File: src/rtl/program_loader.sv
// rtl/program_loader.sv - streams headers and payload words into CPU instruction/data memory and register file.
// Holds the CPU idle until an END header arrives; only reset leaves RUN.
module program_loader #(
  parameter int ADDR_W = 10
) (
  input  logic              clk_i,
  input  logic              rst_i,
  input  logic              in_valid_i,
  input  logic [31:0]       in_data_i,
  output logic              in_ready_o,
  output logic              wr_en_o,
  output logic [1:0]        wr_sel_o,
  output logic [ADDR_W-1:0] wr_addr_o,
  output logic [31:0]       wr_data_o,
  output logic              cpu_start_o,
  output logic [15:0]       words_o
);

  typedef enum logic [1:0] {
    S_IDLE = 2'd0,
    S_LOAD = 2'd1,
    S_RUN  = 2'd2
  } state_t;

  state_t r_state;
  state_t w_state_nxt;

  logic [1:0]        r_sel;
  logic [13:0]       r_count;
  logic [ADDR_W-1:0] r_addr;

  logic              r_ready;
  logic              r_wr_en;
  logic              r_start;
  logic [1:0]        r_wr_sel;
  logic [ADDR_W-1:0] r_wr_addr;
  logic [31:0]       r_wr_data;
  logic [15:0]       r_words;

  logic              w_xfer;
  logic [1:0]        w_hdr_t;
  logic [13:0]       w_hdr_n;
  logic [ADDR_W-1:0] w_hdr_addr;
  logic [ADDR_W-1:0] w_addr_inc;
  logic              w_latch;
  logic              w_wr_en_nxt;
  logic              w_ready_nxt;
  logic              w_start_nxt;

  assign w_xfer  = in_valid_i & r_ready;
  assign w_hdr_t = in_data_i[31:30];
  assign w_hdr_n = in_data_i[29:16];

  // Register-file loads live in a 32-entry space, so their address is kept 5 bits wide throughout.
  assign w_hdr_addr = (w_hdr_t == 2'd2) ? {{(ADDR_W-5){1'b0}}, in_data_i[4:0]}
                                        : in_data_i[ADDR_W-1:0];
  assign w_addr_inc = (r_sel == 2'd2) ? {{(ADDR_W-5){1'b0}}, r_addr[4:0] + 5'd1}
                                      : r_addr + {{(ADDR_W-1){1'b0}}, 1'b1};

  always_ff @(posedge clk_i) begin
    if (rst_i) begin
      r_state <= S_IDLE;
    end else begin
      r_state <= w_state_nxt;
    end
  end

  always_comb begin
    w_state_nxt = r_state;
    case (r_state)
      S_IDLE: begin
        if (w_xfer) begin
          if (w_hdr_t == 2'd3) begin
            w_state_nxt = S_RUN;
          end else if (w_hdr_n != 14'd0) begin
            w_state_nxt = S_LOAD;
          end
        end
      end
      S_LOAD: begin
        if (w_xfer && (r_count == 14'd1)) begin
          w_state_nxt = S_IDLE;
        end
      end
      S_RUN:   w_state_nxt = S_RUN;
      default: w_state_nxt = S_IDLE;
    endcase
  end

  always_comb begin
    w_latch     = 1'b0;
    w_wr_en_nxt = 1'b0;
    w_ready_nxt = 1'b1;
    w_start_nxt = 1'b0;
    if ((r_state == S_IDLE) && w_xfer && (w_hdr_t != 2'd3) && (w_hdr_n != 14'd0)) begin
      w_latch = 1'b1;
    end
    if ((r_state == S_LOAD) && w_xfer) begin
      w_wr_en_nxt = 1'b1;
    end
    if (w_state_nxt == S_RUN) begin
      w_ready_nxt = 1'b0;
      w_start_nxt = 1'b1;
    end
  end

  always_ff @(posedge clk_i) begin
    if (rst_i) begin
      r_sel     <= 2'd0;
      r_count   <= 14'd0;
      r_addr    <= '0;
      r_ready   <= 1'b0;
      r_wr_en   <= 1'b0;
      r_start   <= 1'b0;
      r_wr_sel  <= 2'd0;
      r_wr_addr <= '0;
      r_wr_data <= 32'd0;
      r_words   <= 16'd0;
    end else begin
      r_ready <= w_ready_nxt;
      r_start <= w_start_nxt;
      r_wr_en <= w_wr_en_nxt;
      if (w_latch) begin
        r_sel   <= w_hdr_t;
        r_count <= w_hdr_n;
        r_addr  <= w_hdr_addr;
      end
      if (w_wr_en_nxt) begin
        r_wr_sel  <= r_sel;
        r_wr_addr <= r_addr;
        r_wr_data <= in_data_i;
        r_words   <= r_words + 16'd1;
        r_addr    <= w_addr_inc;
        r_count   <= r_count - 14'd1;
      end
    end
  end

  assign in_ready_o  = r_ready;
  assign wr_en_o     = r_wr_en;
  assign wr_sel_o    = r_wr_sel;
  assign wr_addr_o   = r_wr_addr;
  assign wr_data_o   = r_wr_data;
  assign cpu_start_o = r_start;
  assign words_o     = r_words;

endmodule

File: config.mk
export PLATFORM = sky130hd
export DESIGN_NAME = program_loader
export DESIGN_NICKNAME = d
export VERILOG_FILES = /design/src/rtl/program_loader.sv
export SDC_FILE = /design/constraint.sdc
export NUM_CORES = 1
export LEC_CHECK = 0
export BUFFER_PORTS_ARGS = -buffer_cell sky130_fd_sc_hd__buf_2
export CAP_MARGIN = 15
export CORE_MARGIN = 2
export CORE_UTILIZATION = 43
export DETAILED_ROUTE_END_ITERATION = 16
export HOLD_SLACK_MARGIN = 0.08
export PLACE_DENSITY = 0.67
export SLEW_MARGIN = 20
export SYNTH_ARGS = -nofsm -noshare
export SYNTH_HDL_FRONTEND = slang
export SYNTH_SLANG_ARGS = --single-unit
export TNS_END_PERCENT = 20
File: constraint.sdc
create_clock -name clk_i -period 2.2 [get_ports clk_i]
set_clock_uncertainty 0.15 [all_clocks]
set_input_delay 0.55 -clock clk_i [delete_from_list [all_inputs] [get_ports clk_i]]
set_output_delay 0.55 -clock clk_i [all_outputs]
set_load 0.05 [all_outputs]
==> results of run 1 <==
[timing repair]
action                                  CTS  global route
endpoints found under the setup margin    0             1
resized for setup                         0             1
hold buffers                              0             0
[layout make-up]
type | count | area, µm² | area share [%]
Tap cell | 111 | 138.9 | 2.831
Clock inverter | 4 | 52.55 | 1.071
Inverter | 6 | 22.52 | 0.4591
Timing Repair Buffer | 128 | 755.7 | 15.40
Multi-Input combinational cell | 353 | 1983 | 40.42
Clock buffer | 11 | 131.4 | 2.678
Sequential cell | 91 | 1822 | 37.13
[registers in the layout, indices dropped and copies added, names as in the netlist]
| register | count |
|---|---|
| wr_data_o | 32 |
| words_o | 16 |
| wr_addr_o | 10 |
| r_addr | 10 |
| in_ready_o | 1 |
| r_count | 14 |
| r_state | 2 |
| wr_en_o | 1 |
| r_sel | 2 |
| cpu_start_o | 1 |
| wr_sel_o | 2 |
[Yosys cell counts, types with 4 or more instances]
master | n | area [µm²]
sky130_fd_sc_hd__a21oi_1 | 67 | 335.3
sky130_fd_sc_hd__a31oi_1 | 12 | 75.07
sky130_fd_sc_hd__and3_1 | 6 | 37.54
sky130_fd_sc_hd__buf_1 | 4 | 15.01
sky130_fd_sc_hd__buf_2 | 8 | 40.04
sky130_fd_sc_hd__clkbuf_1 | 25 | 93.84
sky130_fd_sc_hd__dfxtp_1 | 91 | 1822
sky130_fd_sc_hd__ha_1 | 4 | 50.05
sky130_fd_sc_hd__inv_1 | 6 | 22.52
sky130_fd_sc_hd__nand2_1 | 104 | 390.4
sky130_fd_sc_hd__nand3_1 | 14 | 70.07
sky130_fd_sc_hd__nand4_1 | 11 | 68.82
sky130_fd_sc_hd__nor2_1 | 19 | 71.32
sky130_fd_sc_hd__nor3_1 | 8 | 40.04
sky130_fd_sc_hd__nor4_1 | 6 | 37.54
sky130_fd_sc_hd__o211ai_1 | 7 | 52.55
sky130_fd_sc_hd__o21a_1 | 4 | 30.03
sky130_fd_sc_hd__o21ai_0 | 10 | 50.05
sky130_fd_sc_hd__o221ai_1 | 9 | 78.83
sky130_fd_sc_hd__o31ai_1 | 8 | 60.06
sky130_fd_sc_hd__or3_1 | 6 | 37.54
sky130_fd_sc_hd__or4_1 | 6 | 45.04
sky130_fd_sc_hd__xor2_1 | 8 | 70.07
[worst reg2reg max path, cell delays in order, from the launching register on]
cell,delay [ns]
sky130_fd_sc_hd__dfxtp_1,0.40
sky130_fd_sc_hd__nor4_4,0.38
sky130_fd_sc_hd__or4b_4,0.52
sky130_fd_sc_hd__or3_1,0.36
sky130_fd_sc_hd__a31oi_1,0.17
[where the power goes]
part           internal [mW]  switching, mW  total [mW]
Sequential              1.69         0.0495        1.74
Clock                  0.520          0.590        1.11
Combinational          0.155          0.228       0.384
Total                   2.37          0.868        3.24
[final timing paths]
kind / endpoint / from / depth (start not counted) / slack [ns]
max: r_count[11] / r_count[2] / 4 / 0.13
max reg2reg: r_count[11] / r_count[2] / 4 / 0.13
min: wr_data_o[12] / in_data_i[12] / 3 / 0.27
min reg2reg: wr_addr_o[7] / wr_addr_o[7] / 2 / 0.30
[routing by layer]
| layer | share of wire [%] | track usage [%] | wire (µm) | vias to the layer above |
|---|---|---|---|---|
| met5 | 0 | 0 | 0 | - |
| met4 | 1.1 | 7.165 | 112 | 0 |
| met3 | 4.9 | 4.735 | 521 | 8 |
| met2 | 48 | 33.58 | 5080 | 88 |
| met1 | 46 | 28.96 | 4909 | 1882 |
| li1 | - | - | - | 1957 |
[kinds of logic (layout without fill, tap and decap cells)]
group	Yosys count	in the layout	share of synthesized area, %
fa+ha+maj	4	4	1.262
buf+inv	43	149	4.322
flops	91	91	45.93
simple gates	201	201	24.32
xor+xnor	10	10	2.208
compound gates	138	138	21.96
[stage by stage]
| stage | area [µm²] | utilization, % | cells | hold slack (ns) |
|---|---|---|---|---|
| floorplan | 3966 | - | 487 | 0.2869 |
| CTS | 4897 | 53.76 | 704 | 0.2627 |
| global route | 4906 | 53.86 | 704 | 0.2619 |
| finish | 4906 | 53.86 | 704 | 0.2716 |
| global placement | 4713 | 51.74 | 689 | 0.2917 |
| detailed placement | 4713 | 51.74 | 689 | 0.2935 |
==> reports/metrics.sh, run 1 <==
STATUS='completed'
POWERDENSITY_nW_PER_UM2=659.7
LEAKAGE_POWER_FIGURE_nW=1.916
FLOORPLAN.IO_PINS=98
TIMING.CRITICAL_PATH.CELLS='nor4_4 -> or4b_4 -> or3_1 -> a31oi_1'
CRITICAL-PATH-TOP-DELAY-FAMILY='simple AND/OR/NAND/NOR gates'
MAX_SLEW.WORST_PIN.SLEW_NS=0.5362
LAYOUT.CELLS.MOST_COMMON='sky130_fd_sc_hd__nand2_1'
GRT_PASS1_WL_MM=17.25
WORSTPATHBUFFERINVERTERCOUNT=0
FINAL.MIN_CLOCK_PERIOD_NS=2.066
WORST_CASE_SETUP_SLACK_AFTER_PLACEMENT_NS=0.02582
DRT-WIRELENGTH-PER-CELL_UM=15.09
WORSTSETUPSTARTPOINTTYPE='register'
SLEW-LIMIT-HEADROOM_PCT=64.26
FINALWORSTSETUPSLACK_NS=0.1345
DIE_W_UM=100.0
SYN_INST=487
NUMCTSBUFFERS=9
DRIVE_ABOVE_1_SHARE_PCT=25.80
SYNTH_AREA_PER_CELL_UM2=8.144
GRT_SETUP_UNREPAIRED='no'
REPORT.FINAL.SLEW_VIOL_COUNT=0
ASYNC_RESET_FF_SHARE_PCT=0
DIE_HEIGHT_UM=100.0
PEAKVDDDROP_mV=0.3663
GLOBALROUTETOTALUTIL_PCT=21.27
TNS_NS=0
SYNTH_ENABLE_FLOP_CELLS=0
GLOBALROUTEOVERFLOWTOTAL=0
CLK_LATENCY_NS=0.36
CTSLONGESTPATHBUFFERS=2
TRITONCTS='built'
HOLDCRITPATHCLASS='in2reg'
NUMPORTBUFFERS=97
POWER.TOTAL_mW=3.236
SLOWEST_STAGE='sky130_fd_sc_hd__or4b_4'
POST_SYNTH_NUM_CELL_TYPES=44
POST_SYNTHESIS_NET_COUNT=526
HTREE_LEVELS=3
CORE_REGION_AREA_UM2=9109
SETUP_VIOL=0
DRT-PASS1-ITER-COUNT=4
DRT-VIAS-PER-INSTANCE=5.589
CRITPATHKIND='reg2reg'
DIE_FOOTPRINT_UM2=10010
POST-ROUTE-DRC-COUNT=0
POSTSYNTHREGISTERBITS=91
CLK_PIN_SLEW_NS=0.09
STANDARD_CELL_ROW_COUNT=35
CRITICAL_PATH.MAX_STAGE_DELAY_NS=0.52
INITIALDRTVIOLATIONCOUNT=255
GRT_START_MAX_NET_PINS=36
LAYOUT_COMMON_CELLS='104 x sky130_fd_sc_hd__nand2_1, 97 x sky130_fd_sc_hd__buf_2, 91 x sky130_fd_sc_hd__dfxtp_1, 67 x sky130_fd_sc_hd__a21oi_1, 28 x sky130_fd_sc_hd__buf_4'
NUMBER_OF_GLOBAL_ROUTE_VIAS_BEFORE_REPAIR=3545
HOLD_VIOL_FINAL=0
TIMING.MAX_CAP.VIOLATIONS=0
CRITPATHMAXFANOUT=7
DETAILED_PLACE_HPWL_MM=7.591
TIMING.FMAX_MHz=484.1
ROUTE.ANTENNA.REMAINING_NETS=0
INSERTEDDIODECOUNT=0
FINAL_NETS=628
INITIAL_STANDARD_CELL_UTILIZATION_OF_THE_CORE_PCT=43.54
CLOCK-SINKS=91
ROUTED_WL_MM=10.62
YOSYS_WARNINGS=0
POST-CTS-SETUP-BUFFER-COUNT=0
FINAL.PERIOD_UTILIZATION_PCT=93.89
CTSROOTBUFFERMASTER='sky130_fd_sc_hd__clkbuf_8'
SYNTH_FF_TYPE='sky130_fd_sc_hd__dfxtp_1'
FINALWEIGHTEDCONGESTION=0.8620
SYNTH_SEQUENTIAL_AREA_RATIO_PCT=45.93
SYNTH.CELL_AREA_UM2=3966
ANTENNA_FOUND_INITIAL=0
END_KIND='register'
TOTAL_NUMBER_OF_VIAS=3935
CRIT_REQUIRED_NS=2.34
SYN_TO_FINAL_GROWTH_PCT=23.69
FILLERS=893
CRITICAL_PATH_ARRIVAL_NS=2.20
No activity file was read; power rests on OpenSTA's default activity.
==> run 2, diff against run 1 <==
--- a/config.mk
+++ b/config.mk
@@ -8,10 +8,10 @@
 export BUFFER_PORTS_ARGS = -buffer_cell sky130_fd_sc_hd__buf_2
 export CAP_MARGIN = 15
 export CORE_MARGIN = 2
-export CORE_UTILIZATION = 43
+export CORE_UTILIZATION = 48
 export DETAILED_ROUTE_END_ITERATION = 16
 export HOLD_SLACK_MARGIN = 0.08
-export PLACE_DENSITY = 0.67
+export PLACE_DENSITY = 0.73
 export SLEW_MARGIN = 20
 export SYNTH_ARGS = -nofsm -noshare
 export SYNTH_HDL_FRONTEND = slang
==> run 2 against run 1 <==
Cell count decreased by 0.71%. Power up 2.0%. Register-to-register slack better by 0.02 ns. Setup slack improved by 0.015 ns. Highest routed layer unchanged.
==> reports/metrics.sh, run 2 (synthesis results as in run 1) <==
STATUS='completed'  # unchanged
TIMING.CRITICAL_PATH.CELLS='nor4_2 -> or4b_4 -> or3_1 -> a31oi_1'  # was nor4_4 -> or4b_4 -> or3_1 -> a31oi_1
TIMING.MAX_CAP.VIOLATIONS=0  # unchanged
HOLDCRITPATHCLASS='in2reg'  # unchanged
FINAL_NETS=628  # unchanged
WORSTSETUPSTARTPOINTTYPE='register'  # unchanged
ROUTE.ANTENNA.REMAINING_NETS=0  # unchanged
INITIALDRTVIOLATIONCOUNT=197  # was 255
LAYOUT.CELLS.MOST_COMMON='sky130_fd_sc_hd__nand2_1'  # unchanged
WORSTHOLDSTART='in_data_i[15]'  # was in_data_i[12]
CLKPWRFRAC_PCT=35.8  # was 34.3%
GLOBALROUTEOVERFLOWTOTAL=0  # unchanged
GRT_PASS1_WL_MM=16.71  # was 17.25 mm
HOLD_SLACK_FINAL_NS=0.2744  # was 0.2716 ns
STANDARD_CELL_ROW_COUNT=33  # was 35
REPORT.FINAL.SLEW_VIOL_COUNT=0  # unchanged
CRITPATHMAXFANOUT=7  # unchanged
LEAKAGE_POWER_FIGURE_nW=1.935  # was 1.916 nW
GLOBALROUTETOTALUTIL_PCT=23.50  # was 21.27%
POWER.TOTAL_mW=3.302  # was 3.236 mW
CTSHOLDBUFFERS=0  # unchanged
DETAILED_PLACE_HPWL_MM=7.386  # was 7.591 mm
DRT-PASS1-ITER-COUNT=5  # was 4
INTERNAL_POWER_CONSUMPTION_mW=2.413  # was 2.368 mW
MIN_PATH_CELLS=3  # unchanged
HOLD_VIOL_FINAL=0  # unchanged
NUMPORTBUFFERS=97  # unchanged
REG2REG_SLACK_NS=0.15  # was 0.13 ns
INSERTEDDIODECOUNT=0  # unchanged
GRT_START_MAX_NET_PINS=31  # was 36
DIE_W_UM=94.90  # was 100.0 µm
GRT_SETUP_UNREPAIRED='no'  # unchanged
FINAL.MIN_CLOCK_PERIOD_NS=2.050  # was 2.066 ns
CTSLONGESTPATHBUFFERS=2  # unchanged
LAYOUT_COMMON_CELLS='104 x sky130_fd_sc_hd__nand2_1, 97 x sky130_fd_sc_hd__buf_2, 91 x sky130_fd_sc_hd__dfxtp_1, 67 x sky130_fd_sc_hd__a21oi_1, 28 x sky130_fd_sc_hd__buf_4'  # unchanged
PEAKVDDDROP_mV=0.3281  # was 0.3663 mV
TRITONCTS='built'  # unchanged
FINALWEIGHTEDCONGESTION=0.8847  # was 0.8620
TIMING.FMAX_MHz=487.8  # was 484.1 MHz
DRT-WIRELENGTH-PER-CELL_UM=14.82  # was 15.09 µm
WORSTPATHBUFFERINVERTERCOUNT=0  # unchanged
MAX_SLEW.WORST_PIN.SLEW_NS=0.4706  # was 0.5362 ns
CRITICAL_PATH.MAX_STAGE_DELAY_NS=0.52  # about the same
FINISH.UTILIZATION_PCT=60.71  # was 53.86%
POST-ROUTE-DRC-COUNT=0  # unchanged
SLOWEST_STAGE='sky130_fd_sc_hd__or4b_4'  # unchanged
INITIAL_STANDARD_CELL_UTILIZATION_OF_THE_CORE_PCT=49.01  # was 43.54%
FLOORPLAN.IO_PINS=98  # unchanged
P_SEQ_SHARE_PCT=52.7  # was 53.8%
POWERDENSITY_nW_PER_UM2=672.0  # was 659.7 nW/µm²
CLOCK-SINKS=91  # unchanged
TNS_NS=0  # unchanged
CRITPATHKIND='reg2reg'  # unchanged
CRITICAL_PATH_ARRIVAL_NS=2.20  # about the same
CTSROOTBUFFERMASTER='sky130_fd_sc_hd__clkbuf_8'  # unchanged
HOLD_END='wr_data_o[15]'  # was wr_data_o[12]
ROUTED_WL_MM=10.36  # was 10.62 mm
FINAL.PERIOD_UTILIZATION_PCT=93.19  # was 93.89%
SETUP_VIOL=0  # unchanged
REGTOREGSTARTPOINT='r_count[2]'  # unchanged
ROUTED-WL-MET2_MM=4.874  # was 5.080 mm
CLK_LATENCY_NS=0.36  # about the same
RR_WORST_DEPTH=4  # unchanged
LARGEST_REGISTER_FF_COUNT=32  # unchanged
REGTOREGENDPOINT='r_count[11]'  # unchanged
DIE_HEIGHT_UM=94.90  # was 100.0 µm
POWER_SWITCHING_mW=0.8888  # was 0.8681 mW
POST-CTS-SETUP-BUFFER-COUNT=0  # unchanged
SW_FRAC_OF_TOTAL_PCT=26.92  # was 26.82%
SLEW-LIMIT-HEADROOM_PCT=68.62  # was 64.26%
TOTAL_NUMBER_OF_VIAS=3953  # was 3935
CTS-RESIZED-GATES=0  # unchanged
WL_MET1_MM=4.786  # was 4.909 mm
DRT-VIAS-PER-INSTANCE=5.655  # was 5.589
ANTENNA_FOUND_INITIAL=0  # unchanged
TOPROUTINGLAYERUSED='met4'  # unchanged
PLACE.DETAILED.INSTANCES=683  # was 689
DRIVE_ABOVE_1_SHARE_PCT=26.26  # was 25.80%
DIE_FOOTPRINT_UM2=9006  # was 10010 µm²
NUMCTSBUFFERS=9  # unchanged
CLK_PIN_SLEW_NS=0.10  # was 0.09 ns
CRIT_REQUIRED_NS=2.35  # was 2.34 ns
END_KIND='register'  # unchanged
HTREE_LEVELS=3  # unchanged
ROUTED-WL-MET3_UM=561  # was 521 µm
CRITICAL-PATH-TOP-DELAY-FAMILY='simple AND/OR/NAND/NOR gates'  # unchanged
COMBINATIONALPOWERSHARE_PCT=11.5  # was 11.9%
CORE_REGION_AREA_UM2=8093  # was 9109 µm²
SYN_TO_FINAL_GROWTH_PCT=23.88  # was 23.69%
INSTANCES_NO_FILL=699  # was 704
NUMBER_OF_GLOBAL_ROUTE_VIAS_BEFORE_REPAIR=3544  # was 3545
run 2: changes by cell type in the layout (fill, tap and decap cells not counted), sizes merged:
| cell | previous run | this run |
|---|---|---|
| inv | 6 | 9 |
| clkbuf | 11 | 10 |
| clkinv | 0 | 2 |
| clkinvlp | 3 | 0 |
run 2: area by class of cell:
class / count / area, µm²
Tap cell: 105 / 131.4
Clock buffer: 10 / 137.6
Timing Repair Buffer: 128 / 755.7
Clock inverter: 6 / 70.07
Multi-Input combinational cell: 353 / 1974
Inverter: 6 / 22.52
Sequential cell: 91 / 1822
Fill cell: 777 / 3179
run 2: how the worst max path moves through the flow:
stage,endpoint,cells after the start,from
after global placement,r_addr[9],7,in_data_i[16]
after CTS,r_count[11],4,r_count[2]
after global routing,r_count[11],4,r_count[2]
final,r_count[11],4,r_count[2]
after detailed placement,r_addr[7],7,in_data_i[16]
after floorplan,r_count[12],7,in_ready_o
run 2: power groups by stage:
stage / Combinational, mW / Clock (mW) / Sequential [mW]
global route: 0.412 / 1.28 / 1.75
finish: 0.380 / 1.18 / 1.74
detailed placement: 0.374 / 0 / 1.77
global placement: 0.371 / 0 / 1.77
CTS: 0.377 / 1.20 / 1.74
floorplan: 0.195 / 0 / 1.81
run 2: stage by stage:
stage,setup slack (ns),area [µm²]
6_report,0.1499,4913
3_5_place_dp,-0.05354,4706
3_3_place_gp,0.006268,4706
5_1_grt,0.05670,4913
4_1_cts,0.1530,4913
2_1_floorplan,0.04230,3966
run 2: per-layer routing:
metal	track usage (%)	up-vias
met4	7.246	0
li1	-	1961
met3	4.789	11
met1	31.77	1854
met5	0	-
met2	37.83	127
run 2: tightest hold or removal path, stage by stage:
cell and delay, ns:
sky130_fd_sc_hd__buf_2 0.09, sky130_fd_sc_hd__nand2_1 0.05, sky130_fd_sc_hd__a21oi_1 0.05
==> run 3, diff against run 2 <==
--- a/config.mk
+++ b/config.mk
@@ -5,7 +5,7 @@
 export SDC_FILE = /design/constraint.sdc
 export NUM_CORES = 1
 export LEC_CHECK = 0
-export BUFFER_PORTS_ARGS = -buffer_cell sky130_fd_sc_hd__buf_2
+export BUFFER_PORTS_ARGS = -buffer_cell sky130_fd_sc_hd__buf_4
 export CAP_MARGIN = 15
 export CORE_MARGIN = 2
 export CORE_UTILIZATION = 48
==> run 3 against run 2 <==
Critical path depth unchanged. Critical path type unchanged. Sequential share of layout area decreased by 0.97 points. Power decreased by 4.5%. Final area increased by 2.7%. Global-route usage increased by 0.53 points. Worst hold slack improved by 0.013 ns. Flip-flop and latch count unchanged.
==> reports/metrics.sh, run 3 (synthesis results as in run 1) <==
CLOCK-SINKS=91  # unchanged
CLK_PIN_SLEW_NS=0.09  # was 0.10 ns
LARGEST_REGISTER_FF_COUNT=32  # unchanged
CRITPATHMAXFANOUT=7  # unchanged
PLACE.DETAILED.INSTANCES=675  # was 683
LAYOUT_COMMON_CELLS='118 x sky130_fd_sc_hd__buf_4, 104 x sky130_fd_sc_hd__nand2_1, 91 x sky130_fd_sc_hd__dfxtp_1, 67 x sky130_fd_sc_hd__a21oi_1, 19 x sky130_fd_sc_hd__nor2_1'  # was 104 x sky130_fd_sc_hd__nand2_1, 97 x sky130_fd_sc_hd__buf_2, 91 x sky130_fd_sc_hd__dfxtp_1, 67 x sky130_fd_sc_hd__a21oi_1, 28 x sky130_fd_sc_hd__buf_4
FINAL_DESIGN_AREA_NO_FILL_UM2=5045  # was 4913 µm²
WORST_CASE_SETUP_SLACK_AFTER_PLACEMENT_NS=0.001169  # was -0.05354 ns
GRT_START_MAX_NET_PINS=43  # was 31
CRITICAL_PATH_ARRIVAL_NS=2.20  # about the same
HOLDCRITPATHCLASS='in2reg'  # unchanged
INSTANCES_NO_FILL=690  # was 699
GRT_SETUP_UNREPAIRED='no'  # unchanged
WORST_SETUP_PATH_STARTPOINT='r_count[2]'  # unchanged
REGTOREGSTARTPOINT='r_count[2]'  # unchanged
CTS-RESIZED-GATES=0  # unchanged
TNS_NS=0  # unchanged
FINALWEIGHTEDCONGESTION=0.8721  # was 0.8847
POST-ROUTE-DRC-COUNT=0  # unchanged
REPORT.FINAL.SLEW_VIOL_COUNT=0  # unchanged
INITIALDRTVIOLATIONCOUNT=175  # was 197
STATUS='completed'  # unchanged
SYN_TO_FINAL_GROWTH_PCT=27.19  # was 23.88%
INSERTEDDIODECOUNT=0  # unchanged
HOLD_VIOL_FINAL=0  # unchanged
DRT-VIAS-PER-INSTANCE=5.691  # was 5.655
WORSTHOLDSTART='in_data_i[10]'  # was in_data_i[15]
NUMBER_OF_GLOBAL_ROUTE_VIAS_BEFORE_REPAIR=3539  # was 3544
WORSTSETUPSTARTPOINTTYPE='register'  # unchanged
ROUTE.ANTENNA.REMAINING_NETS=0  # unchanged
CRIT_REQUIRED_NS=2.34  # was 2.35 ns
CLKPWRFRAC_PCT=32.4  # was 35.8%
HTREE_LEVELS=3  # unchanged
DRIVE_ABOVE_1_SHARE_PCT=24.96  # was 26.26%
FLOORPLAN.IO_PINS=98  # unchanged
GRT_PASS1_WL_MM=17.28  # was 16.71 mm
CTSLONGESTPATHBUFFERS=2  # unchanged
SW_FRAC_OF_TOTAL_PCT=27.29  # was 26.92%
FINAL.MIN_CLOCK_PERIOD_NS=2.060  # was 2.050 ns
LAYOUT.CELLS.MOST_COMMON='sky130_fd_sc_hd__buf_4'  # was sky130_fd_sc_hd__nand2_1
FINAL_NETS=620  # was 628
P_SEQ_SHARE_PCT=55.2  # was 52.7%
POWER_SWITCHING_mW=0.8606  # was 0.8888 mW
CTSROOTBUFFERMASTER='sky130_fd_sc_hd__clkbuf_8'  # unchanged
SETUP_VIOL=0  # unchanged
COMBINATIONALPOWERSHARE_PCT=12.5  # was 11.5%
CRITPATHKIND='reg2reg'  # unchanged
NUMCTSBUFFERS=9  # unchanged
LEAKAGE_POWER_FIGURE_nW=1.883  # was 1.935 nW
DRT-WIRELENGTH-PER-CELL_UM=15.37  # was 14.82 µm
CLK_LATENCY_NS=0.36  # about the same
FINAL.PERIOD_UTILIZATION_PCT=93.64  # was 93.19%
DIE_FOOTPRINT_UM2=9006  # unchanged
ANTENNA_FOUND_INITIAL=0  # unchanged
DIE_W_UM=94.90  # unchanged
INTERNAL_POWER_CONSUMPTION_mW=2.293  # was 2.413 mW
GLOBALROUTEOVERFLOWTOTAL=0  # unchanged
MAX_SLEW.WORST_PIN.SLEW_NS=0.4696  # was 0.4706 ns
TIMING.MAX_CAP.VIOLATIONS=0  # unchanged
POWERDENSITY_nW_PER_UM2=625.1  # was 672.0 nW/µm²
NUMPORTBUFFERS=97  # unchanged
FINALWORSTSETUPSLACK_NS=0.1400  # was 0.1499 ns
DETAILED_PLACE_HPWL_MM=7.451  # was 7.386 mm
PLACEDINSTANCEAREA_UM2=4876  # was 4706 µm²
STANDARD_CELL_ROW_COUNT=33  # unchanged
CORE_REGION_AREA_UM2=8093  # unchanged
POST-CTS-SETUP-BUFFER-COUNT=0  # unchanged
DIE_HEIGHT_UM=94.90  # unchanged
HOLD_SLACK_FINAL_NS=0.2873  # was 0.2744 ns
INITIAL_STANDARD_CELL_UTILIZATION_OF_THE_CORE_PCT=49.01  # unchanged
DRT-PASS1-ITER-COUNT=4  # was 5
TRITONCTS='built'  # unchanged
GLOBALROUTETOTALUTIL_PCT=24.03  # was 23.50%
TIMING.FMAX_MHz=485.4  # was 487.8 MHz
PEAKVDDDROP_mV=0.3394  # was 0.3281 mV
SLEW-LIMIT-HEADROOM_PCT=68.40  # was 68.62%
CTSHOLDBUFFERS=0  # unchanged
ROUTED_WL_MM=10.61  # was 10.36 mm
TOTAL_NUMBER_OF_VIAS=3927  # was 3953
END_KIND='register'  # unchanged
## run 3: worst max-delay path, stage by stage (launching register included)
cell	delay (ns)
sky130_fd_sc_hd__dfxtp_1	0.38
sky130_fd_sc_hd__nor4_2	0.42
sky130_fd_sc_hd__or4b_4	0.53
sky130_fd_sc_hd__or3_1	0.36
sky130_fd_sc_hd__a31oi_1	0.16
## run 3: area by class of cell
| type | count | area [µm²] |
|---|---|---|
| Fill cell | 766 | 3048 |
| Multi-Input combinational cell | 353 | 1974 |
| Sequential cell | 91 | 1822 |
| Timing Repair Buffer | 120 | 925.9 |
| Clock buffer | 11 | 141.4 |
| Tap cell | 105 | 131.4 |
| Clock inverter | 4 | 27.53 |
| Inverter | 6 | 22.52 |
## run 3: power groups by stage
stage	registers (mW)	logic (mW)	clock network, mW
6_report	1.74	0.393	1.02
5_1_grt	1.75	0.427	1.10
4_1_cts	1.74	0.391	1.03
3_5_place_dp	1.78	0.389	0
3_3_place_gp	1.77	0.382	0
2_1_floorplan	1.81	0.195	0
## run 3: per-stage QoR
| stage | utilization [%] | power, mW |
|---|---|---|
| 3_5_place_dp | 60.25 | 2.165 |
| 3_3_place_gp | 60.25 | 2.156 |
| 6_report | 62.34 | 3.154 |
| 4_1_cts | 62.34 | 3.158 |
| 2_1_floorplan | - | 2.004 |
| 5_1_grt | 62.34 | 3.278 |
## run 3: metal layers
| layer | track usage, % | share of wire (%) | up-vias |
|---|---|---|---|
| met4 | 8.696 | 1.8 | 0 |
| met2 | 38.18 | 47 | 124 |
| met3 | 4.070 | 5.5 | 16 |
| met1 | 32.87 | 46 | 1847 |
| met5 | 0 | 0 | - |
| li1 | - | - | 1940 |
## run 3: worst paths after layout
| check | endpoint | slack, ns | depth (start not counted) |
|---|---|---|---|
| worst max-delay path | r_count[11] | 0.14 | 4 |
| worst min register to register | wr_data_o[10] | 0.31 | 2 |
| worst min-delay path | wr_data_o[10] | 0.29 | 3 |
| worst max register to register | r_count[11] | 0.14 | 4 |
